<file path="src/rtl/st_data_aligner.sv">
// Store data aligner: lane-places a store, builds byte strobes and issues one or two
// word-aligned write beats on a request/grant port.
module st_data_aligner #(
    parameter bit ALLOW_MISALIGN = 1'b1
) (
    input  logic        clk,
    input  logic        rst,
    input  logic        st_valid,
    output logic        st_ready,
    input  logic [2:0]  st_width,
    input  logic [31:0] st_addr,
    input  logic [31:0] st_data,
    output logic        mem_req,
    input  logic        mem_gnt,
    output logic [31:0] mem_addr,
    output logic [31:0] mem_wdata,
    output logic [3:0]  mem_strb,
    output logic        st_done,
    output logic        st_err
);

    localparam int unsigned AW = 32;
    localparam int unsigned DW = 32;
    localparam int unsigned SW = DW / 8;

    localparam logic [2:0] WIDTH_B = 3'b000;
    localparam logic [2:0] WIDTH_H = 3'b001;
    localparam logic [2:0] WIDTH_W = 3'b010;

    typedef enum logic [1:0] {
        S_IDLE = 2'd0,
        S_REQ0 = 2'd1,
        S_REQ1 = 2'd2
    } state_e;

    state_e          state_q,     state_d;
    logic            mem_req_q,   mem_req_d;
    logic [AW-1:0]   mem_addr_q,  mem_addr_d;
    logic [DW-1:0]   mem_wdata_q, mem_wdata_d;
    logic [SW-1:0]   mem_strb_q,  mem_strb_d;
    logic            st_done_q,   st_done_d;
    logic            st_err_q,    st_err_d;
    logic [AW-1:0]   b1_addr_q,   b1_addr_d;
    logic [DW-1:0]   b1_wdata_q,  b1_wdata_d;
    logic [SW-1:0]   b1_strb_q,   b1_strb_d;

    logic [1:0]      off;
    logic [SW-1:0]   base;
    logic            legal;
    logic [2*SW-1:0] m8;
    logic [2*DW-1:0] d64;
    logic            split;

    // Expand a byte strobe into a bit mask over the data word.
    function automatic logic [DW-1:0] lane_mask(input logic [SW-1:0] s);
        logic [DW-1:0] m;
        m = '0;
        for (int i = 0; i < int'(SW); i++) begin
            m[8*i +: 8] = {8{s[i]}};
        end
        return m;
    endfunction

    // Shift the incoming store onto its byte lanes across a two-word window.
    always_comb begin
        off   = st_addr[1:0];
        base  = '0;
        legal = 1'b1;
        unique case (st_width)
            WIDTH_B: base = 4'b0001;
            WIDTH_H: base = 4'b0011;
            WIDTH_W: base = 4'b1111;
            default: legal = 1'b0;
        endcase
        m8    = {4'b0000, base} << off;
        d64   = {32'h0000_0000, st_data} << {off, 3'b000};
        split = |m8[7:4];
    end

    // Next-state and registered-output computation for the beat sequencer.
    always_comb begin
        state_d     = state_q;
        mem_req_d   = mem_req_q;
        mem_addr_d  = mem_addr_q;
        mem_wdata_d = mem_wdata_q;
        mem_strb_d  = mem_strb_q;
        st_done_d   = 1'b0;
        st_err_d    = 1'b0;
        b1_addr_d   = b1_addr_q;
        b1_wdata_d  = b1_wdata_q;
        b1_strb_d   = b1_strb_q;

        unique case (state_q)
            S_IDLE: begin
                if (st_valid) begin
                    if (!legal || (split && !ALLOW_MISALIGN)) begin
                        st_done_d = 1'b1;
                        st_err_d  = 1'b1;
                    end else begin
                        state_d     = S_REQ0;
                        mem_req_d   = 1'b1;
                        mem_addr_d  = {st_addr[31:2], 2'b00};
                        mem_strb_d  = m8[3:0];
                        mem_wdata_d = d64[31:0] & lane_mask(m8[3:0]);
                        b1_addr_d   = {st_addr[31:2] + 30'd1, 2'b00};
                        b1_strb_d   = m8[7:4];
                        b1_wdata_d  = d64[63:32] & lane_mask(m8[7:4]);
                    end
                end
            end
            S_REQ0: begin
                if (mem_gnt) begin
                    if (|b1_strb_q) begin
                        state_d     = S_REQ1;
                        mem_addr_d  = b1_addr_q;
                        mem_strb_d  = b1_strb_q;
                        mem_wdata_d = b1_wdata_q;
                    end else begin
                        state_d   = S_IDLE;
                        mem_req_d = 1'b0;
                        st_done_d = 1'b1;
                    end
                end
            end
            S_REQ1: begin
                if (mem_gnt) begin
                    state_d   = S_IDLE;
                    mem_req_d = 1'b0;
                    st_done_d = 1'b1;
                end
            end
            default: begin
                state_d   = S_IDLE;
                mem_req_d = 1'b0;
            end
        endcase
    end

    // State and output registers; reset aborts any beat in flight.
    always_ff @(posedge clk or posedge rst) begin
        if (rst) begin
            state_q     <= S_IDLE;
            mem_req_q   <= 1'b0;
            mem_addr_q  <= '0;
            mem_wdata_q <= '0;
            mem_strb_q  <= '0;
            st_done_q   <= 1'b0;
            st_err_q    <= 1'b0;
            b1_addr_q   <= '0;
            b1_wdata_q  <= '0;
            b1_strb_q   <= '0;
        end else begin
            state_q     <= state_d;
            mem_req_q   <= mem_req_d;
            mem_addr_q  <= mem_addr_d;
            mem_wdata_q <= mem_wdata_d;
            mem_strb_q  <= mem_strb_d;
            st_done_q   <= st_done_d;
            st_err_q    <= st_err_d;
            b1_addr_q   <= b1_addr_d;
            b1_wdata_q  <= b1_wdata_d;
            b1_strb_q   <= b1_strb_d;
        end
    end

    assign st_ready  = (state_q == S_IDLE);
    assign mem_req   = mem_req_q;
    assign mem_addr  = mem_addr_q;
    assign mem_wdata = mem_wdata_q;
    assign mem_strb  = mem_strb_q;
    assign st_done   = st_done_q;
    assign st_err    = st_err_q;

endmodule
</file>
<file path="config.mk">
export PLATFORM = sky130hd
export DESIGN_NAME = st_data_aligner
export DESIGN_NICKNAME = d
export VERILOG_FILES = /design/src/rtl/st_data_aligner.sv
export SDC_FILE = /design/constraint.sdc
export NUM_CORES = 1
export LEC_CHECK = 0
export CAP_MARGIN = 20
export CORE_MARGIN = 1.5
export CORE_UTILIZATION = 35
export CTS_BUF_LIST = sky130_fd_sc_hd__clkbuf_4 sky130_fd_sc_hd__clkbuf_8 sky130_fd_sc_hd__clkbuf_16
export CTS_CLUSTER_DIAMETER = 100
export CTS_CLUSTER_SIZE = 8
export DETAILED_ROUTE_END_ITERATION = 7
export GPL_TIMING_DRIVEN = 0
export PLACE_DENSITY_LB_ADDON = 0.05
export REMOVE_ABC_BUFFERS = 1
export SYNTH_ARGS = -nofsm -noshare
export SYNTH_HDL_FRONTEND = slang
export SYNTH_SLANG_ARGS = --single-unit
</file>
<file path="constraint.sdc">
create_clock -name clk -period 13.5 [get_ports clk]
set_input_delay 2.7 -clock clk [delete_from_list [all_inputs] [get_ports clk]]
set_output_delay 2.7 -clock clk [all_outputs]
set_load 0.02 [all_outputs]
</file>
==> impl_metrics.env <==
export IMPL_place_congestion=0.801
export IMPL_grt_pass1_vias=5602
export IMPL_p_per_area_mw_per_mm2=188
export IMPL_min_from="b1_addr_q[17]$_DFFE_PP0P_"
export IMPL_dp_hpwl_um=12200
export IMPL_postCtsSetupRepairBufs=0
export IMPL_tns_ns=0
export IMPL_floorplan_initialDensity_pct=36.1
export IMPL_regArea_mm2=0.00320
export IMPL_ys_types=48
export IMPL_fmax_mhz=185
export IMPL_synth_edf_count=0
export IMPL_syn_area_per_cell_um2=9.25
export IMPL_finalNonFillerCells=1048
export IMPL_arrival_ns=5.76
export IMPL_ys_ff_latch=128
export IMPL_wl_per_cell_um=17.7
export IMPL_ant_nets=0
export IMPL_cts_tree="yes"
export IMPL_hp_class="reg2reg"
export IMPL_cpPeakStageDelay_ns=0.72
export IMPL_root_buffer="clkbuf_16"
export IMPL_grt_setup_unrepaired="no"
export IMPL_max_slew_margin_pct=36.8
export IMPL_status="finished, final reports clean"
export IMPL_cp_startpoint="st_valid"
export IMPL_vias_per_cell=5.27
export IMPL_worst_pin_slew_ns=0.941
export IMPL_die_area_mm2=0.0189
export IMPL_dr_total_vias=5526
export IMPL_grt_pass1_wl_um=29900
export IMPL_synthArstFlopShare_pct=100
export IMPL_drive_above_1_share_pct=9.48
export IMPL_multiInputGateArea_mm2=0.00294
export IMPL_dpl_cell_count=1014
export IMPL_p_leak_uw=0.00370
export IMPL_crit_chain="clkdlybuf4s50_1 > nor3b_1 > nand2_2 > buf_12 > nor3_2 > a22o_1"
export IMPL_grt_max_degree=66
export IMPL_cp_end_kind="flop"
export IMPL_max_clock_path_buffers=2
export IMPL_synthTopCellsByCount="128 x dfrtp_1, 122 x nand2_1, 84 x nor2_1"
export IMPL_clkTransAtPathRegs_ns=0.06
export IMPL_setup_violations=0
export IMPL_drt_initial_drc_count=336
export IMPL_n_antenna_cell=0
export IMPL_drt_pass1_iter_count=5
export IMPL_area_delta_synth_final_pct=38.3
export IMPL_crit_fanout=37
export IMPL_fin_worst_skew_ns=0.00635
export IMPL_die_h_um=137
export IMPL_fillCellCount=1612
export IMPL_routed_wl_um=18500
export IMPL_antenna_found_initial=0
export IMPL_row_count=48
export IMPL_synthCells=683
export IMPL_crit_path_start_kind="primary input"
export IMPL_vdd_drop_max_mv=0.100
export IMPL_yosys_warnings=0
export IMPL_cts_hold_repair_buffers=0
export IMPL_port_buffers=140
export IMPL_synth_area_leaders="dfrtp_1 51%, nand2_1 7.3%, nor2_1 5.0%, a31oi_1 4.2%, a22o_1 4.0%"
export IMPL_synth_top_area_share_pct=50.7
export IMPL_ys_flop_type="dfrtp_1"
export IMPL_cts_buffers=17
export IMPL_final_core_util_pct=50.0
export IMPL_io_pins=143
export IMPL_cpMaxStageDelayCell="nor3_2"
export IMPL_finalCriticalPeriod_ns=5.41
export IMPL_synthMostInstantiatedCell="dfrtp_1"
export IMPL_htreeDepth=4
export IMPL_overflow=0
export IMPL_cp_top_family="simple AND/OR/NAND/NOR gates"
export IMPL_clk_latency_ns=0.42
export IMPL_cap_viol_max_count=0
export IMPL_rr_startpoint="state_q[1]$_DFFE_PP0P_"
export IMPL_clock_sinks=128
export IMPL_critical_path_buf_inv_count=2
export IMPL_grt_usage_pct=20.8
export IMPL_period_share_pct=40.0
export IMPL_synth_area_mm2=0.00631
export IMPL_ys_seq_area_share_pct=50.7
export IMPL_maxSlewViolCount=0
export IMPL_core_region_area_mm2=0.0175
export IMPL_yosysTopAreaCell="dfrtp_1"
export IMPL_report_final_hold_viol_count=0
export IMPL_critical_path_class="in2reg"
export IMPL_crit_required_ns=13.85
export IMPL_die_w_um=137
export IMPL_layout_nets=882
export IMPL_drcViolationCount=0
export IMPL_post_cts_resized=0
## where the power goes
| part | switching (uW) | total (uW) | internal [uW] | leakage [uW] |
|---|---|---|---|---|
| combinational | 297 | 569 | 272 | 0.00183 |
| clock | 174 | 498 | 324 | 0.000312 |
| sequential | 70.2 | 577 | 506 | 0.00156 |
| total | 541 | 1640 | 1100 | 0.00370 |
## worst paths after layout
path	to	slack, ns	cells after the start
worst max-delay path	b1_wdata_q[20]$_DFFE_PP0P_	8.09	6
worst min-delay path	b1_addr_q[17]$_DFFE_PP0P_	0.48	2
worst max register to register	b1_wdata_q[20]$_DFFE_PP0P_	10.34	5
worst min register to register	b1_addr_q[17]$_DFFE_PP0P_	0.48	2
max in group asynchronous	b1_addr_q[26]$_DFFE_PP0P_	10.02	3
min in group asynchronous	mem_wdata[13]$_DFFE_PP0P_	2.74	2
## routing by layer
layer | share of wire (%) | vias to the layer above | global-route usage [%]
met3 | 5.7 | 22 | 5.04
met1 | 45 | 2663 | 26.1
met4 | 1.6 | 0 | 7.89
met2 | 48 | 156 | 34.6
met5 | 0 | - | 0
li1 | - | 2685 | -
## flip-flops by register name, indices dropped and copies added (netlist names)
signal      count
b1_addr_q      30
b1_strb_q       3
b1_wdata_q     24
mem_addr       30
mem_req         1
mem_strb        4
mem_wdata      32
st_done         1
st_err          1
state_q         2
## worst min-delay path: cells and delay by family (launching register included)
kind,cells,cell delay (ns)
simple gates,1,0.05
compound gates,1,0.06
flops,1,0.34
## per-stage QoR
step | hold WS [ns] | cell area [um^2] | setup WS (ns) | power [uW]
after floorplan | 0.446 | 6140 | 6.42 | 864
after global placement | 0.462 | 7820 | 3.54 | 1140
after detailed placement | 0.467 | 8090 | 7.36 | 1160
after CTS | 0.479 | 8720 | 7.77 | 1660
after global routing | 0.513 | 8730 | 7.91 | 1740
final | 0.479 | 8730 | 8.09 | 1640
## placed cells by master (no fill, tap or decap), types with 4 or more instances in the layout
| cell type | netlist | final |
|---|---|---|
| a21o_1 | 7 | 7 |
| nor4_1 | 4 | 4 |
| nand3_1 | 12 | 12 |
| dfrtp_1 | 128 | 128 |
| a31oi_1 | 42 | 42 |
| a21oi_1 | 25 | 25 |
| nand4_1 | 9 | 9 |
| or3_1 | 7 | 7 |
| a221oi_1 | 9 | 9 |
| clkbuf_16 | 0 | 17 |
| buf_16 | 0 | 5 |
| a2bb2oi_1 | 7 | 6 |
| or4_1 | 5 | 5 |
| nor3_1 | 9 | 8 |
| a22o_1 | 29 | 29 |
| nor2_1 | 84 | 83 |
| bufinv_16 | 0 | 4 |
| clkinv_2 | 0 | 5 |
| xnor2_1 | 14 | 14 |
| mux2i_1 | 22 | 22 |
| buf_4 | 2 | 4 |
| nand2_1 | 122 | 121 |
| inv_1 | 11 | 10 |
| clkdlybuf4s50_1 | 0 | 139 |
| a21bo_2 | 7 | 7 |
| mux2_2 | 10 | 10 |
| o21ai_0 | 37 | 37 |
## cell type report
cell class | instances | area share [%]
inverter | 12 | 0.573
timing repair buffer | 152 | 18.6
clock buffer | 21 | 5.43
clock inverter | 11 | 1.83
tap | 225 | 3.22
sequential | 128 | 36.7
multi-input combinational | 499 | 33.7
## cells by family after synthesis
kind of cell               after synthesis  synth area share, %
AOI/OAI and AO/OA                      177                 19.1
xor gates and xnor gates                15                 2.08
adders and majority gates                1                0.198
buffers and inverters                   57                 3.61
DFF                                    128                 50.7
muxes                                   32                 5.27
other                                    1               0.0594
and+or+nand+nor                        272                 19.0
Note: power is estimated with default switching activity, not from simulation.
